$ cat src/rtl/beacon_scheduler_if.sv
// Beacon scheduler handshake bundle: pass-window enable, packetizer
// req/ack, sequence number, failure count and activity flag.
// The fail_cnt signal exists only when BEACON_FAIL_CNT_EN is defined.
interface beacon_scheduler_if;
    logic       tx_enable;
    logic       tx_ack;
    logic       tx_req;
    logic [7:0] pkt_seq;
    logic       active;
`ifdef BEACON_FAIL_CNT_EN
    logic [7:0] fail_cnt;
`endif

    // Scheduler side: consumes the window enable and the ack, drives the request
    modport master (
        input  tx_enable,
        input  tx_ack,
        output tx_req,
        output pkt_seq,
`ifdef BEACON_FAIL_CNT_EN
        output fail_cnt,
`endif
        output active
    );

    // Window controller / packetizer side
    modport slave (
        output tx_enable,
        output tx_ack,
        input  tx_req,
        input  pkt_seq,
`ifdef BEACON_FAIL_CNT_EN
        input  fail_cnt,
`endif
        input  active
    );
endinterface

$ cat src/rtl/beacon_scheduler.sv
// Beacon scheduler: while the pass window is open, requests a beacon every
// PERIOD_TICKS clocks over a req/ack handshake, with ack timeout and bounded
// retries. Optional abandoned-packet counter enabled by BEACON_FAIL_CNT_EN.
module beacon_scheduler #(
    parameter int unsigned PERIOD_TICKS = 50,
    parameter int unsigned ACK_TIMEOUT  = 20,
    parameter int unsigned MAX_RETRY    = 3
) (
    input  logic               clk,
    input  logic               reset,
    beacon_scheduler_if.master bus
);

    typedef enum logic [1:0] {
        IDLE    = 2'd0,
        REQ     = 2'd1,
        BACKOFF = 2'd2,
        WAIT    = 2'd3
    } state_t;

    localparam logic [13:0] PER_LAST = 14'(PERIOD_TICKS - 1);
    localparam logic [7:0]  TMO_LAST = 8'(ACK_TIMEOUT - 1);
    localparam logic [3:0]  RETRY_MAX = 4'(MAX_RETRY);

    state_t      state_q, state_d;
    logic [13:0] period_q, period_d;
    logic [7:0]  tmo_q, tmo_d;
    logic [3:0]  retry_q, retry_d;
    logic [7:0]  seq_q, seq_d;
    logic        req_q, req_d;
    logic        active_q, active_d;
`ifdef BEACON_FAIL_CNT_EN
    logic [7:0]  fail_q, fail_d;
`endif

    // Next-state, counter and registered-output decode
    always_comb begin
        state_d  = state_q;
        period_d = period_q;
        tmo_d    = tmo_q;
        retry_d  = retry_q;
        seq_d    = seq_q;
`ifdef BEACON_FAIL_CNT_EN
        fail_d   = fail_q;
`endif
        if (state_q != IDLE && !bus.tx_enable) begin
            // Window closed: drop any pending request silently
            state_d  = IDLE;
            period_d = '0;
            tmo_d    = '0;
            retry_d  = '0;
        end else begin
            unique case (state_q)
                IDLE: begin
                    if (bus.tx_enable) begin
                        state_d = REQ;
                        tmo_d   = '0;
                    end
                end
                REQ: begin
                    if (bus.tx_ack) begin
                        // Ack takes priority over a coincident timeout
                        state_d  = WAIT;
                        seq_d    = seq_q + 8'd1;
                        retry_d  = '0;
                        period_d = '0;
                        tmo_d    = '0;
                    end else if (tmo_q == TMO_LAST) begin
                        tmo_d = '0;
                        if (retry_q < RETRY_MAX) begin
                            retry_d = retry_q + 4'd1;
                            state_d = BACKOFF;
                        end else begin
                            state_d  = WAIT;
                            seq_d    = seq_q + 8'd1;
                            retry_d  = '0;
                            period_d = '0;
`ifdef BEACON_FAIL_CNT_EN
                            if (fail_q != 8'hFF) begin
                                fail_d = fail_q + 8'd1;
                            end
`endif
                        end
                    end else begin
                        tmo_d = tmo_q + 8'd1;
                    end
                end
                BACKOFF: begin
                    state_d = REQ;
                    tmo_d   = '0;
                end
                WAIT: begin
                    if (period_q == PER_LAST) begin
                        state_d  = REQ;
                        tmo_d    = '0;
                        period_d = '0;
                    end else begin
                        period_d = period_q + 14'd1;
                    end
                end
                default: begin
                    state_d = IDLE;
                end
            endcase
        end
        // Outputs are registered from the next state so they align with it
        req_d    = (state_d == REQ);
        active_d = (state_d != IDLE);
    end

    // State, counters and output registers with asynchronous active-low reset
    always_ff @(posedge clk or negedge reset) begin
        if (!reset) begin
            state_q  <= IDLE;
            period_q <= '0;
            tmo_q    <= '0;
            retry_q  <= '0;
            seq_q    <= '0;
            req_q    <= 1'b0;
            active_q <= 1'b0;
`ifdef BEACON_FAIL_CNT_EN
            fail_q   <= '0;
`endif
        end else begin
            state_q  <= state_d;
            period_q <= period_d;
            tmo_q    <= tmo_d;
            retry_q  <= retry_d;
            seq_q    <= seq_d;
            req_q    <= req_d;
            active_q <= active_d;
`ifdef BEACON_FAIL_CNT_EN
            fail_q   <= fail_d;
`endif
        end
    end

    assign bus.tx_req  = req_q;
    assign bus.pkt_seq = seq_q;
    assign bus.active  = active_q;
`ifdef BEACON_FAIL_CNT_EN
    assign bus.fail_cnt = fail_q;
`endif

endmodule

$ cat src/flat_wrapper.sv
// flat-port wrapper written by rule: the top's interface ports become plain ports
module beacon_scheduler_flat 
#(
    parameter int unsigned PERIOD_TICKS = 50,
    parameter int unsigned ACK_TIMEOUT  = 20,
    parameter int unsigned MAX_RETRY    = 3
)
  (clk, reset, bus_tx_enable, bus_tx_ack, bus_tx_req, bus_pkt_seq, bus_active);
  beacon_scheduler_if bus_i ();
  input  logic clk;
  input  logic reset;
  input wire logic [$bits(bus_i.tx_enable)-1:0] bus_tx_enable;
  input wire logic [$bits(bus_i.tx_ack)-1:0] bus_tx_ack;
  output wire logic [$bits(bus_i.tx_req)-1:0] bus_tx_req;
  output wire logic [$bits(bus_i.pkt_seq)-1:0] bus_pkt_seq;
  output wire logic [$bits(bus_i.active)-1:0] bus_active;
  assign bus_i.tx_enable = bus_tx_enable;
  assign bus_i.tx_ack = bus_tx_ack;
  assign bus_tx_req = bus_i.tx_req;
  assign bus_pkt_seq = bus_i.pkt_seq;
  assign bus_active = bus_i.active;
  beacon_scheduler #(.PERIOD_TICKS(PERIOD_TICKS), .ACK_TIMEOUT(ACK_TIMEOUT), .MAX_RETRY(MAX_RETRY)) u_core (.clk(clk), .reset(reset), .bus(bus_i));
endmodule
$ cat config.mk
export PLATFORM = sky130hd
export DESIGN_NAME = beacon_scheduler_flat
export DESIGN_NICKNAME = d
export VERILOG_FILES = /design/src/rtl/beacon_scheduler_if.sv /design/src/rtl/beacon_scheduler.sv /design/src/flat_wrapper.sv
export SDC_FILE = /design/constraint.sdc
export NUM_CORES = 1
export LEC_CHECK = 0
export CORE_MARGIN = 2
export CORE_UTILIZATION = 58
export CTS_CLUSTER_SIZE = 20
export DETAILED_ROUTE_END_ITERATION = 8
export PLACE_DENSITY_LB_ADDON = 0.08
export SLEW_MARGIN = 5
export SYNTH_ARGS = -nofsm -noshare
export SYNTH_HDL_FRONTEND = slang
export SYNTH_SLANG_ARGS = --single-unit
$ cat constraint.sdc
create_clock -name clk -period 3.17 [get_ports clk]
set_clock_uncertainty 0.05 [all_clocks]
set_input_delay 0.634 -clock clk [delete_from_list [all_inputs] [get_ports clk]]
set_output_delay 0.634 -clock clk [all_outputs]
set_load 0.02 [all_outputs]
==> out/metrics.yaml <==
synth_warnings: 0
report.power.total_mw: 0.985
rsz0062_at_grt: "false"
list_of_cells_traversed_by_the_critical_path: "clkdlybuf4s50_1 -> nor4bb_1 -> o21a_1 -> a221o_1 -> inv_2 -> a31oi_1"
setup_ws_ps: 646
routed-wl-met2_um: 1830
critical_path_peak_fanout: 11
post_synth_instance_area_sq_mm: 0.00197
synth_top_flop_cell: "dfrtp_1"
drt-total-wl_um: 3910
track_usage_pct: 22.4
fp.dieH_um: 62.3
post-cts-setup-buffer-count: 0
drt_pass1_iterations: 4
cp.buffers_inverters: 2
placed_cells_incl_taps: 259
timing_worst_setup_path_type: "in -> reg"
async_flop_share_pct: 100
post_synthesis_area_per_instance_sq_um: 9.58
ir_worst_vdd_v: 0.000469
critPathMaxStageDelay_ps: 530
synthesis_stage_register_bit_count: 38
synthesis_to_finish_area_growth_pct: 11.2
timing.slew.headroom_pct: 46.5
worstPathArrival_ps: 2740
hpwl_um: 2720
grt_start_max_net_pins: 39
cts_repair_resize_count: 0
period_minus_slack_ps: 2520
worst_setup_path_start_kind: "input port"
timing.critical_path.max_delay_family: "compound AO/OA/AOI/OAI gates"
post_synth_inst_count: 206
clkTransAtPathRegs_ps: 120
cts_tree: "yes"
final-max-slew-violation-count: 0
detailroute.wirelength.met3_um: 147
initialDrtViolationCount: 98
numClockSinks: 38
post-route-util_pct: 66.3
post-route-period-util_pct: 79.6
final_nets: 229
final_cell_area_sq_mm: 0.00219
ctsRootBufferMaster: "clkbuf_4"
maxCapViolations: 0
globalRouteOverflowTotal: 0
yosysUniqueCellTypes: 46
nFillCells: 282
crit_end_category: "flop"
cp.required_ps: 3380
final-instance-count-excl-fill: 267
die_area_sq_mm: 0.00388
ys_seq_area_share_pct: 48.2
routed.top_layer: "met4"
detailedPlace.worstSlack_ps: 305
final_setup_violating_endpoints: 0
post_route_worst_hold_slack_ps: 309
post_route_cells_drive_above_1_share_pct: 8.14
power_density_mw_per_mm2: 449
insertedDiodeCount: 0
fp_rows: 21
grt_pass1_wl_um: 7040
worst_skew_pair.late_latency_ps: 350
finalHoldViolations: 0
syn_nets: 215
drc: 0
run_status: "finished clean"
cts_made_buffers: 5
clock_path_buffers: 2
io-pin-count: 14
wl_per_cell_um: 14.6
antenna_violating_nets_post_route: 0
worst-r2r-cell-count: 5
wl_met1_um: 1880
core_sq_mm: 0.00331
crit_path_max_delay_cell_type: "nor4bb_1"
max_clock_freq_mhz: 396
vias: 1608
power.leakage_nw: 0.937
post_cts_hold_buffer_count: 0
min-delay-path-class: "in -> async"
slew_worst_pin_ps: 803
synth_enable_flop_cells: 0
cts.htree.levels: 2
setup_tns_ps: 0
critical_path_cell_count: 6
route.detailed.vias_per_inst: 6.02
antenna_violations_before_repair: 0
start_util_pct: 59.6
chipWidth_um: 62.3
gpl.final_weighted_congestion: 0.889
first_global_vias: 1544
placed_cell_area_sq_mm: 0.00213
port_buffers: 13
==> synthesized netlist by cell type, drive strengths merged, types with 2 or more instances <==
master  number  area [sq um]
xor2         2          17.5
nor3         8          45.0
o22ai        4          25.0
a21oi        5          25.0
inv          6          22.5
or2          3          18.8
nand3       15          75.1
a31oi        7          43.8
nor4         5          31.3
nor2        13          48.8
clkbuf       7          26.3
xnor2        5          43.8
and3         4          25.0
and2         4          25.0
buf          2          22.5
nand4        5          31.3
a221o        3          30.0
nand2b       3          18.8
a41oi        2          17.5
ha           5          62.6
dfrtp       38           951
or3          2          12.5
a22o         2          17.5
a21o         3          22.5
nand2       20          75.1
o21ai       16          80.1
mux2i        2          20.0
==> cells in the final DEF, fill, tap and decap left out, types with 2 or more instances in the layout <==
master | Yosys | routed
o21ai_1 | 6 | 6
ha_1 | 5 | 5
nand3_1 | 15 | 15
a21oi_1 | 5 | 5
xnor2_1 | 5 | 5
or2_1 | 2 | 2
and3_1 | 4 | 4
dfrtp_1 | 38 | 38
buf_4 | 0 | 3
nand4_1 | 5 | 5
clkbuf_4 | 0 | 5
clkdlybuf4s50_1 | 0 | 12
nor3_1 | 7 | 7
nor2_1 | 13 | 13
xor2_1 | 2 | 2
a221o_1 | 3 | 3
mux2i_1 | 2 | 2
nor4_1 | 5 | 5
inv_1 | 5 | 5
a41oi_1 | 2 | 2
nand2b_1 | 3 | 3
o22ai_1 | 4 | 4
a31oi_1 | 7 | 7
nand2_1 | 20 | 20
or3_1 | 2 | 2
o21ai_0 | 10 | 10
a21o_1 | 3 | 3
and2_1 | 4 | 4
a22o_1 | 2 | 2
==> logic make-up (layout without fill, tap and decap cells) <==
group                    after synthesis  in the layout  share of synthesized area [%]
AND/OR/NAND/NOR                       90             90                           24.4
AO/OA/AOI/OAI                         48             48                           15.9
flip-flops                            38             38                           48.2
buffers and inverters                 15             30                           3.61
XOR/XNOR                               7              7                           3.11
adder cells (fa/ha/maj)                5              5                           3.17
multiplexers                           3              3                           1.59
==> routing by layer <==
| layer | global-route usage, % | vias up |
|---|---|---|
| met5 | 0 | - |
| met3 | 5.80 | 5 |
| met4 | 6.67 | 0 |
| met1 | 29.8 | 784 |
| met2 | 36.5 | 30 |
| li1 | - | 789 |
==> worst paths after layout <==
| path | from | endpoint | slack [ps] |
|---|---|---|---|
| setup / recovery | bus_tx_ack | u_core.period_q[10] | 650 |
| hold / removal | reset | u_core.tmo_q[4] | 310 |
| setup reg to reg | u_core.tmo_q[0] | u_core.period_q[12] | 720 |
| hold reg to reg | u_core.bus.pkt_seq[7] | u_core.bus.pkt_seq[7] | 430 |
| max in group asynchronous | reset | u_core.bus.pkt_seq[2] | 2250 |
| min in group clk | u_core.bus.pkt_seq[7] | u_core.bus.pkt_seq[7] | 430 |
==> registers in the layout (all words and copies together), names as in the netlist <==
| register | count |
|---|---|
| u_core.period_q | 14 |
| u_core.bus.pkt_seq | 8 |
| u_core.tmo_q | 8 |
| u_core.retry_q | 4 |
| u_core.state_q | 2 |
| u_core.bus.active | 1 |
| u_core.bus.tx_req | 1 |
==> report_power, final <==
| part | internal (mW) | switching (mW) |
|---|---|---|
| Combinational | 0.0756 | 0.0887 |
| Sequential | 0.512 | 0.0390 |
| Clock | 0.107 | 0.163 |
==> worst register-to-register path: stages (launching register included) <==
cell and delay, ps:
dfrtp_1 450, ha_1 230, or3b_1 420, o21a_1 310, a221o_1 470, a221o_1 410
==> final cells by class <==
type                       instances  area, sq um  area share [%]
clock buffer                       6         51.3            2.34
clock inverter                     2         12.5           0.570
inverter                           6         22.5            1.03
multi-input combinational        153          951            43.4
sequential                        38          951            43.4
tap                               46         57.6            2.62
timing repair buffer              16          148            6.73
Note: power is estimated with default switching activity, not from simulation.
